`config.mk`:
```
export PLATFORM = sky130hd
export DESIGN_NAME = alu_op_sequencer
export DESIGN_NICKNAME = d
export VERILOG_FILES = /design/src/rtl/alu_op_sequencer.sv
export SDC_FILE = /design/constraint.sdc
export NUM_CORES = 1
export LEC_CHECK = 0
export ABC_AREA = 1
export CAP_MARGIN = 20
export CORE_MARGIN = 2
export CORE_UTILIZATION = 35
export DETAILED_ROUTE_END_ITERATION = 7
export PLACE_DENSITY = 0.7
export SYNTH_ARGS = -nofsm -noshare
export SYNTH_HDL_FRONTEND = slang
export SYNTH_SLANG_ARGS = --single-unit
```
`constraint.sdc`:
```
create_clock -name clk -period 1.6 [get_ports clk]
set_clock_uncertainty 0.05 [all_clocks]
set_input_delay 0.16 -clock clk [delete_from_list [all_inputs] [get_ports clk]]
set_output_delay 0.16 -clock clk [all_outputs]
set_load 0.05 [all_outputs]
```
`src/rtl/alu_op_sequencer.sv`:
```
// Command-side sequencer for the 16-bit ALU: registers operands, waits a settle time, captures the response.
// Optional counters stat_ops/stat_eq are built when ALU_OP_SEQUENCER_STATS_EN is defined.
module alu_op_sequencer #(
    parameter int WIDTH         = 16,
    parameter int SETTLE_CYCLES = 1
) (
    input  logic             clk,
    input  logic             rst_n,
    input  logic             flush,
    input  logic             cmd_valid,
    output logic             cmd_ready,
    input  logic [3:0]       cmd_select,
    input  logic             cmd_mode,
    input  logic             cmd_chain,
    input  logic             cmd_cin,
    input  logic [WIDTH-1:0] cmd_a,
    input  logic [WIDTH-1:0] cmd_b,
    output logic [WIDTH-1:0] alu_in_a,
    output logic [WIDTH-1:0] alu_in_b,
    output logic [3:0]       alu_select,
    output logic             alu_mode,
    output logic             alu_carry_in,
    input  logic [WIDTH-1:0] alu_result,
    input  logic             alu_carry_out,
    input  logic             alu_compare,
    output logic             rsp_valid,
    input  logic             rsp_ready,
    output logic [WIDTH-1:0] rsp_data,
    output logic             rsp_carry,
    output logic             rsp_compare,
`ifdef ALU_OP_SEQUENCER_STATS_EN
    output logic [15:0]      stat_ops,
    output logic [15:0]      stat_eq,
`endif
    output logic             carry_flag
);

    typedef enum logic [1:0] {IDLE, SETTLE, RESP} state_t;

    localparam logic [3:0] CNT_LOAD = 4'(SETTLE_CYCLES - 1);

    state_t           state_q, state_d;
    logic [3:0]       cnt_q, cnt_d;
    logic [WIDTH-1:0] alu_in_a_q, alu_in_a_d;
    logic [WIDTH-1:0] alu_in_b_q, alu_in_b_d;
    logic [3:0]       alu_select_q, alu_select_d;
    logic             alu_mode_q, alu_mode_d;
    logic             alu_carry_in_q, alu_carry_in_d;
    logic [WIDTH-1:0] rsp_data_q, rsp_data_d;
    logic             rsp_carry_q, rsp_carry_d;
    logic             rsp_compare_q, rsp_compare_d;
    logic             carry_flag_q, carry_flag_d;
    logic             accept;
    logic             capture;
    logic             cap_carry;
`ifdef ALU_OP_SEQUENCER_STATS_EN
    logic [15:0]      stat_ops_q, stat_ops_d;
    logic [15:0]      stat_eq_q, stat_eq_d;
`endif

    always_comb begin
        state_d        = state_q;
        cnt_d          = cnt_q;
        alu_in_a_d     = alu_in_a_q;
        alu_in_b_d     = alu_in_b_q;
        alu_select_d   = alu_select_q;
        alu_mode_d     = alu_mode_q;
        alu_carry_in_d = alu_carry_in_q;
        rsp_data_d     = rsp_data_q;
        rsp_carry_d    = rsp_carry_q;
        rsp_compare_d  = rsp_compare_q;
        carry_flag_d   = carry_flag_q;

        accept    = (state_q == IDLE) && !flush && cmd_valid;
        capture   = (state_q == SETTLE) && (cnt_q == 4'd0) && !flush;
        cap_carry = alu_mode_q ? alu_carry_out : 1'b0;

        case (state_q)
            IDLE: begin
                if (accept) begin
                    alu_in_a_d     = cmd_a;
                    alu_in_b_d     = cmd_b;
                    alu_select_d   = cmd_select;
                    alu_mode_d     = cmd_mode;
                    alu_carry_in_d = cmd_chain ? carry_flag_q : cmd_cin;
                    cnt_d          = CNT_LOAD;
                    state_d        = SETTLE;
                end
            end
            SETTLE: begin
                if (cnt_q == 4'd0) begin
                    state_d = RESP;
                end else begin
                    cnt_d = cnt_q - 4'd1;
                end
            end
            RESP: begin
                if (rsp_ready) begin
                    state_d = IDLE;
                end
            end
            default: state_d = IDLE;
        endcase

        if (capture) begin
            rsp_data_d    = alu_result;
            rsp_carry_d   = cap_carry;
            rsp_compare_d = alu_compare;
            carry_flag_d  = cap_carry;
        end

        // Flush overrides everything above; the ALU drive is deliberately left untouched.
        if (flush) begin
            state_d      = IDLE;
            cnt_d        = 4'd0;
            carry_flag_d = 1'b0;
        end
    end

`ifdef ALU_OP_SEQUENCER_STATS_EN
    always_comb begin
        stat_ops_d = stat_ops_q;
        stat_eq_d  = stat_eq_q;
        if (capture) begin
            stat_ops_d = stat_ops_q + 16'd1;
            if (alu_compare) begin
                stat_eq_d = stat_eq_q + 16'd1;
            end
        end
        if (flush) begin
            stat_ops_d = 16'd0;
            stat_eq_d  = 16'd0;
        end
    end

    always_ff @(posedge clk or negedge rst_n) begin
        if (!rst_n) begin
            stat_ops_q <= 16'd0;
            stat_eq_q  <= 16'd0;
        end else begin
            stat_ops_q <= stat_ops_d;
            stat_eq_q  <= stat_eq_d;
        end
    end

    assign stat_ops = stat_ops_q;
    assign stat_eq  = stat_eq_q;
`endif

    always_ff @(posedge clk or negedge rst_n) begin
        if (!rst_n) begin
            state_q        <= IDLE;
            cnt_q          <= 4'd0;
            alu_in_a_q     <= '0;
            alu_in_b_q     <= '0;
            alu_select_q   <= 4'd0;
            alu_mode_q     <= 1'b0;
            alu_carry_in_q <= 1'b0;
            rsp_data_q     <= '0;
            rsp_carry_q    <= 1'b0;
            rsp_compare_q  <= 1'b0;
            carry_flag_q   <= 1'b0;
        end else begin
            state_q        <= state_d;
            cnt_q          <= cnt_d;
            alu_in_a_q     <= alu_in_a_d;
            alu_in_b_q     <= alu_in_b_d;
            alu_select_q   <= alu_select_d;
            alu_mode_q     <= alu_mode_d;
            alu_carry_in_q <= alu_carry_in_d;
            rsp_data_q     <= rsp_data_d;
            rsp_carry_q    <= rsp_carry_d;
            rsp_compare_q  <= rsp_compare_d;
            carry_flag_q   <= carry_flag_d;
        end
    end

    assign cmd_ready    = (state_q == IDLE) && !flush;
    assign rsp_valid    = (state_q == RESP);
    assign alu_in_a     = alu_in_a_q;
    assign alu_in_b     = alu_in_b_q;
    assign alu_select   = alu_select_q;
    assign alu_mode     = alu_mode_q;
    assign alu_carry_in = alu_carry_in_q;
    assign rsp_data     = rsp_data_q;
    assign rsp_carry    = rsp_carry_q;
    assign rsp_compare  = rsp_compare_q;
    assign carry_flag   = carry_flag_q;

endmodule

```
* Yosys cells after proc, flatten, opt, wreduce, memory -nomap -nowiden *
Cells that the tools add are included.

word-level totals
  input bits = 62
  word-level logic and storage cells = 43
  register bits = 63
  output and inout port bits = 59

cells by class
  muxes and demuxes = 13
  reductions and logical operators = 12
  add/subtract/negate cells = 1
  equal/unequal tests = 6

operators with widths
  cell                                                                count
  4-bit 2-to-1 mux                                                    3
  2-bit 2-to-1 mux                                                    4
  4-bit case mux with 2 select lines                                  1
  3-bit by 2-bit != test with 1-bit output, second input constant     2
  3-bit != test, second input constant                                2
  2-bit case mux with 3 select lines                                  1
  3-bit AND reduction                                                 2
  1-bit logical AND                                                   4
  4-bit logical NOT                                                   1
  1-bit 2-to-1 mux                                                    4
  4-bit by 1-bit subtractor with 4-bit output, second input constant  1
  3-bit nonzero test                                                  1
  2-bit by 1-bit == test with 1-bit output, second input constant     1
  2-bit == test, second input constant                                1
  2-bit logical NOT                                                   1
  2-bit AND reduction                                                 1
  2-bit nonzero test                                                  1
  1-bit logical NOT                                                   1

* Depth between registers and ports, before layout *
  depth after elaboration = 6
  mapped depth = 9
  gate-level depth less buffers = 9

* Worst setup path before layout *
No wires, ideal clock.

  kind = register -> register
  start point = register cnt_q[0]
  end point = register rsp_data_q[10], in the netlist rsp_data[10]
  arrival = 1.217 ns
  setup slack = 0.215 ns
  path buffers = 2
  data required time = 1.432 ns
  stages on the path, launching flop included = 10
  period minus slack after synthesis = 1.385 ns
  cells stage by stage = dfrtp_1 inv_1 ha_1 nand2_1 nor2_1 nand2_2 buf_6 buf_8 nand2_1 nand2_1

on the way
  word-level cells in the longest chain between the ends = 3

ends and longest elaborated chain
  what                             RTL line  source
  from (decl)                      43        logic [3:0] cnt_q, cnt_d;
  from (signal assigned)           165       cnt_q <= cnt_d;
  4-bit logical NOT                75        capture = (state_q == SETTLE) && (cnt_q == 4'd0) && !flush;
  1-bit logical AND (2 in series)  75
  to (signal assigned)             171       rsp_data_q <= rsp_data_d;
  to (decl)                        49        logic [WIDTH-1:0] rsp_data_q, rsp_data_d;

Every way passes these cells.
A chain may end at the register's enable or synchronous reset.

* Worst setup path in the final report *
  start point = register cnt_q[0]
  end point = register cnt_q[3]

on the way
  word-level cells in the longest chain between the ends = 4
  elaborated cells on any way between the ends = 7
  those cells by class = 1 x add/sub; 1 x eq/ne; 3 x mux; 2 x reduce/logical

ends and longest elaborated chain
  what                                         RTL line  source
  4-bit by 1-bit subtractor with 4-bit output  94        cnt_d = cnt_q - 4'd1;
  4-bit 2-to-1 mux                             91        if (cnt_q == 4'd0) begin
  4-bit case mux with 2 select lines           78        case (state_q)
  4-bit 2-to-1 mux                             113       if (flush) begin

Parallel ways exist; a longest one is shown, timed or not. The select of a mux whose other input is x is not followed.

==> results.md <==
| Stage | Quantity | This run |
| --- | --- | --- |
| clocking | Clock tree buffer depth | 2 |
| sta | Slew margin rel. | 0.7465 |
| pwr | Share of total power consumed by net switching | 0.4625 |
| place | Worst setup slack after placement | -0.02406 ns |
| place | Cell count after placement | 510 |
| synth | Post-Syn Area | 2595 sq um |
| setup path | Highest net fanout along the worst path | 6 |
| setup path | Slowest stage delay, CP | 0.37 ns |
| floorplan | Initial core utilization | 0.3597 |
| synth | Leading area contributor after synthesis | sky130_fd_sc_hd__dfrtp_1 |
| synth | Asr flop ratio synth | 1.000 |
| setup path | Slowest stage cell on the critical path | sky130_fd_sc_hd__dfrtp_1 |
| floorplan | Number of top-level pins | 121 |
| sta | Worst path setup slack after routing | 0.1282 ns |
| hold path | Class of the tightest hold or removal check | input port to async pin |
| drt | Via count of the routed design | 2224 |
| clocking | Clk Latency, worst-skew pair | 0.32 ns |
| global route | Vias in the first global route | 2265 |
| floorplan | Die area | 8119 sq um |
| global route | GRT overflow | 0 |
| pwr | Leakage | 2.106 nW |
| pwr | Maximum VDD drop | 0.8988 mV |
| pwr | Part of the total power dissipated in the clock network | 0.183 |
| clocking | CTS Buf Count | 9 |
| synth | Share of the synthesized area in the top cell type | 0.6075 |
| setup path | Most frequent CP cell | sky130_fd_sc_hd__nand2_1 |
| sta | Setup repair after global routing missed its margin | true |
| setup path | Reg2reg path depth | 9 |
| place | Buffers added on ports | 120 |
| synth | Largest cells by area after synthesis | sky130_fd_sc_hd__dfrtp_1, sky130_fd_sc_hd__nand2_1, sky130_fd_sc_hd__buf_6 |
| place | Routability Congestion | 0.7439 |
| place | DP Area | 3747 sq um |
| floorplan | Number of cell rows | 31 |
| drt | Count of routing violations after the opening detailed-route iteration | 87 |
| clocking | Post-CTS repair timing setup buffer count | 0 |
| sta | Share of the clock period used by the worst path | 0.9199 |
| pwr | Int Pwr | 0.004239 W |
| run status | Outcome | finished clean |
| global route | Pin count of the biggest net entering global routing | 49 |
| pwr | Power spent charging and discharging nets | 0.003648 W |
| pwr | Overall power consumption | 0.007887 W |
| synth | Number of nets produced by synthesis | 360 |
| setup path | Crit. Startpoint | cnt_q[0]$_DFFE_PN0P_ |
| drt | Mean number of vias per cell | 4.228 |
| pwr | Combinational Power Share | 0.500 |
| setup path | FF-to-FF End | cnt_q[3]$_DFFE_PN0P_ |
| synth | Gate count after technology mapping | 296 |
| layout | Cell Count, Final, Fillers Out | 526 |
| setup path | WP data required | 1.77 ns |
| clocking | Root Buffer | sky130_fd_sc_hd__clkbuf_8 |
| setup path | Category of the critical setup timing path | flip-flop to flip-flop |
| synth | Most used DFF post-synth | sky130_fd_sc_hd__dfrtp_1 |
| layout | Layout overhead on the synthesized area | 53.23% |
| sta | Worst slew pin tran | 0.3803 ns |
| sta | Max Freq | 679.4 MHz |
| layout | Antenna Diode Count | 0 |
| pwr | Part of the total power dissipated in sequential elements | 0.318 |
| global route | Initial antenna violation count | 0 |
| synth | Number of library cell types mapped by synthesis | 17 |
| synth | Average cell area after synthesis | 8.767 sq um |
| sta | Post-Route Setup TNS | 0 ns |
| layout | Share of final-layout standard cells stronger than drive strength 1 | 0.2108 |
| global route | Wire length of the first global-routing pass | 10.42 mm |
| setup path | Category of the worst setup path capture point | flip-flop |
| drt | Residual DRC count | 0 |
| run | Max-Cap Viols | 0 |
| sta | Crit path time final | 1.472 ns |
| pwr | Pwr dens | 1983 nW/um^2 |
| global route | Total GRT Usage | 0.1574 |
| setup path | Launching element type of the critical path | flip-flop |
| floorplan | Die width | 90.11 microns |
| clocking | Clock tree from TritonCTS | yes |
| sta | Total count of max-transition violations in the final report | 0 |
| synth | Yosys synthesis warning count | 0 |
| synth | Sequential element share of the synthesized area | 0.6075 |
| setup path | Crit Reg-Reg Startpoint | cnt_q[0]$_DFFE_PN0P_ |
| layout | Post-layout nets | 487 |
| drt | Detail Route Antenna Nets | 0 |
| clocking | Clock Sink Count | 63 |
| synth | Most repeated cell in the gate-level netlist after synthesis | sky130_fd_sc_hd__nand2_1 |
| clocking | Clock transition time at the flip-flop clock pins of the worst setup and hold paths | 0.07 ns |
| drt | Final routed wire length divided by cell count | 11.43 microns |
| synth | Number of flops mapped to enable cells by yosys | 0 |
| floorplan | DIE HEIGHT | 90.11 microns |
| floorplan | Core Footprint | 7214 sq um |
| sta | Finish-stage setup viols | 0 |
| setup path | Reg-to-reg slack, setup | 0.13 ns |
| synth | #FFs+latches synth | 63 |
| drt | Router iterations before antenna repair | 6 |
| synth | Leading post-synthesis cells by instance count | sky130_fd_sc_hd__nand2_1, sky130_fd_sc_hd__dfrtp_1, sky130_fd_sc_hd__inv_1, sky130_fd_sc_hd__buf_6, sky130_fd_sc_hd__nor2_1 |
| place | HPWL Detailed | 4.415 mm |
| clocking | Number of H-tree levels | 3 |
| setup path | Worst EP arrival | 1.64 ns |
| layout | Final standard cell area without fillers | 3976 sq um |
| setup path | Cell-by-cell trace of the critical path | inv_1 -> ha_1 -> nand2_1 -> nor2_1 -> nand2_2 -> nand3_1 -> inv_1 -> nand2_1 -> nand2_1 |
| sta | Endpoints failing hold | 0 |
| drt | Total length of routed wires | 6.010 mm |
routing by layer:
metal | global-route usage | part of all wire | up-vias
li1 | - | - | 1147
met1 | 0.2012 | 0.47 | 978
met2 | 0.2506 | 0.44 | 89
met3 | 0.04443 | 0.071 | 10
met4 | 0.06795 | 0.018 | 0
met5 | 0 | 0 | -
power by group through the flow:
stage	sequential, W	combinational, W	clock [W]
global route	0.00258	0.00419	0.00156
floorplan	0.00436	0.000825	0
finish	0.00251	0.00394	0.00144
CTS	0.00251	0.00399	0.00149
global placement	0.00252	0.00394	0
detailed placement	0.00252	0.00399	0
worst max-delay path: cells and delay by family, from the launching register on:
family                   cells  cell delay (ns)
adder cells (fa/ha/maj)      1             0.19
buffers and inverters        2             0.20
flip-flops                   1             0.37
AND/OR/NAND/NOR              6             0.57
cell usage in the layout, fill, tap and decap left out:
cell type                         instances
sky130_fd_sc_hd__nand2_1                180
sky130_fd_sc_hd__dfrtp_1                 63
sky130_fd_sc_hd__clkdlybuf4s50_1         60
sky130_fd_sc_hd__buf_4                   60
sky130_fd_sc_hd__clkbuf_8                13
sky130_fd_sc_hd__inv_1                   11
sky130_fd_sc_hd__nor2_1                   7
sky130_fd_sc_hd__nand3_1                  5
sky130_fd_sc_hd__o21ai_0                  5
sky130_fd_sc_hd__buf_12                   5
sky130_fd_sc_hd__nor2_2                   3
sky130_fd_sc_hd__nand2_2                  2
sky130_fd_sc_hd__ha_1                     2
sky130_fd_sc_hd__inv_2                    1
sky130_fd_sc_hd__inv_4                    1
sky130_fd_sc_hd__a21oi_1                  1
sky130_fd_sc_hd__or2_2                    1
sky130_fd_sc_hd__nand4_1                  1
sky130_fd_sc_hd__o31ai_1                  1
sky130_fd_sc_hd__o21ai_2                  1
sky130_fd_sc_hd__clkinvlp_4               1
sky130_fd_sc_hd__bufinv_16                1
sky130_fd_sc_hd__dlygate4sd3_1            1
sky130_fd_sc_hd__buf_2                    1
registers in the layout (all words and copies together), names as in the netlist:
name	cells
carry_flag	1
state_q	2
alu_mode	1
rsp_carry	1
rsp_data	16
alu_in_a	16
alu_in_b	16
rsp_compare	1
cnt_q	4
alu_carry_in	1
alu_select	4
stage by stage:
step                      hold WS (ns)  utilization
after floorplan                -0.1856            -
after global placement         0.04248       0.5194
after detailed placement       0.04835       0.5194
after CTS                       0.2247       0.5508
after global routing            0.2656       0.5512
final                           0.2384       0.5512
how the worst max path moves through the flow:
stage	endpoint	slack [ns]	cells past startpoint
CTS	carry_flag$_DFFE_PN0P_	0.02	8
detailed placement	alu_in_b[2]$_DFFE_PN0P_	-0.02	8
floorplan	rsp_data[10]$_DFFE_PN0P_	0.22	9
global route	cnt_q[3]$_DFFE_PN0P_	-0.006	9
finish	cnt_q[3]$_DFFE_PN0P_	0.13	9
global placement	alu_in_b[2]$_DFFE_PN0P_	0.02	8
what timing repair did:
action / CTS / global route
resized for setup: 0 / 2
hold endpoints to repair: 15 / 0
hold buffers: 1 / 0
setup endpoints to repair: 0 / 18
area by class of cell:
class,count,area (sq um)
Clock inverter,2,37.54
Sequential cell,63,1577
Fill cell,673,3238
Timing Repair Buffer,127,1166
Inverter,13,51.30
Tap cell,99,123.9
Clock buffer,13,178.9
Multi-Input combinational cell,209,842.1
cells by family (layout without fill, tap and decap cells):
family          count (synthesis)  count (layout)  synth area share
buf+inv                        24             155           0.06798
flops                          63              63            0.6075
fa+ha+maj                       2               2          0.009642
compound gates                  8               8           0.01784
simple gates                  199             199            0.2970
No activity file was read; power rests on OpenSTA's default activity.
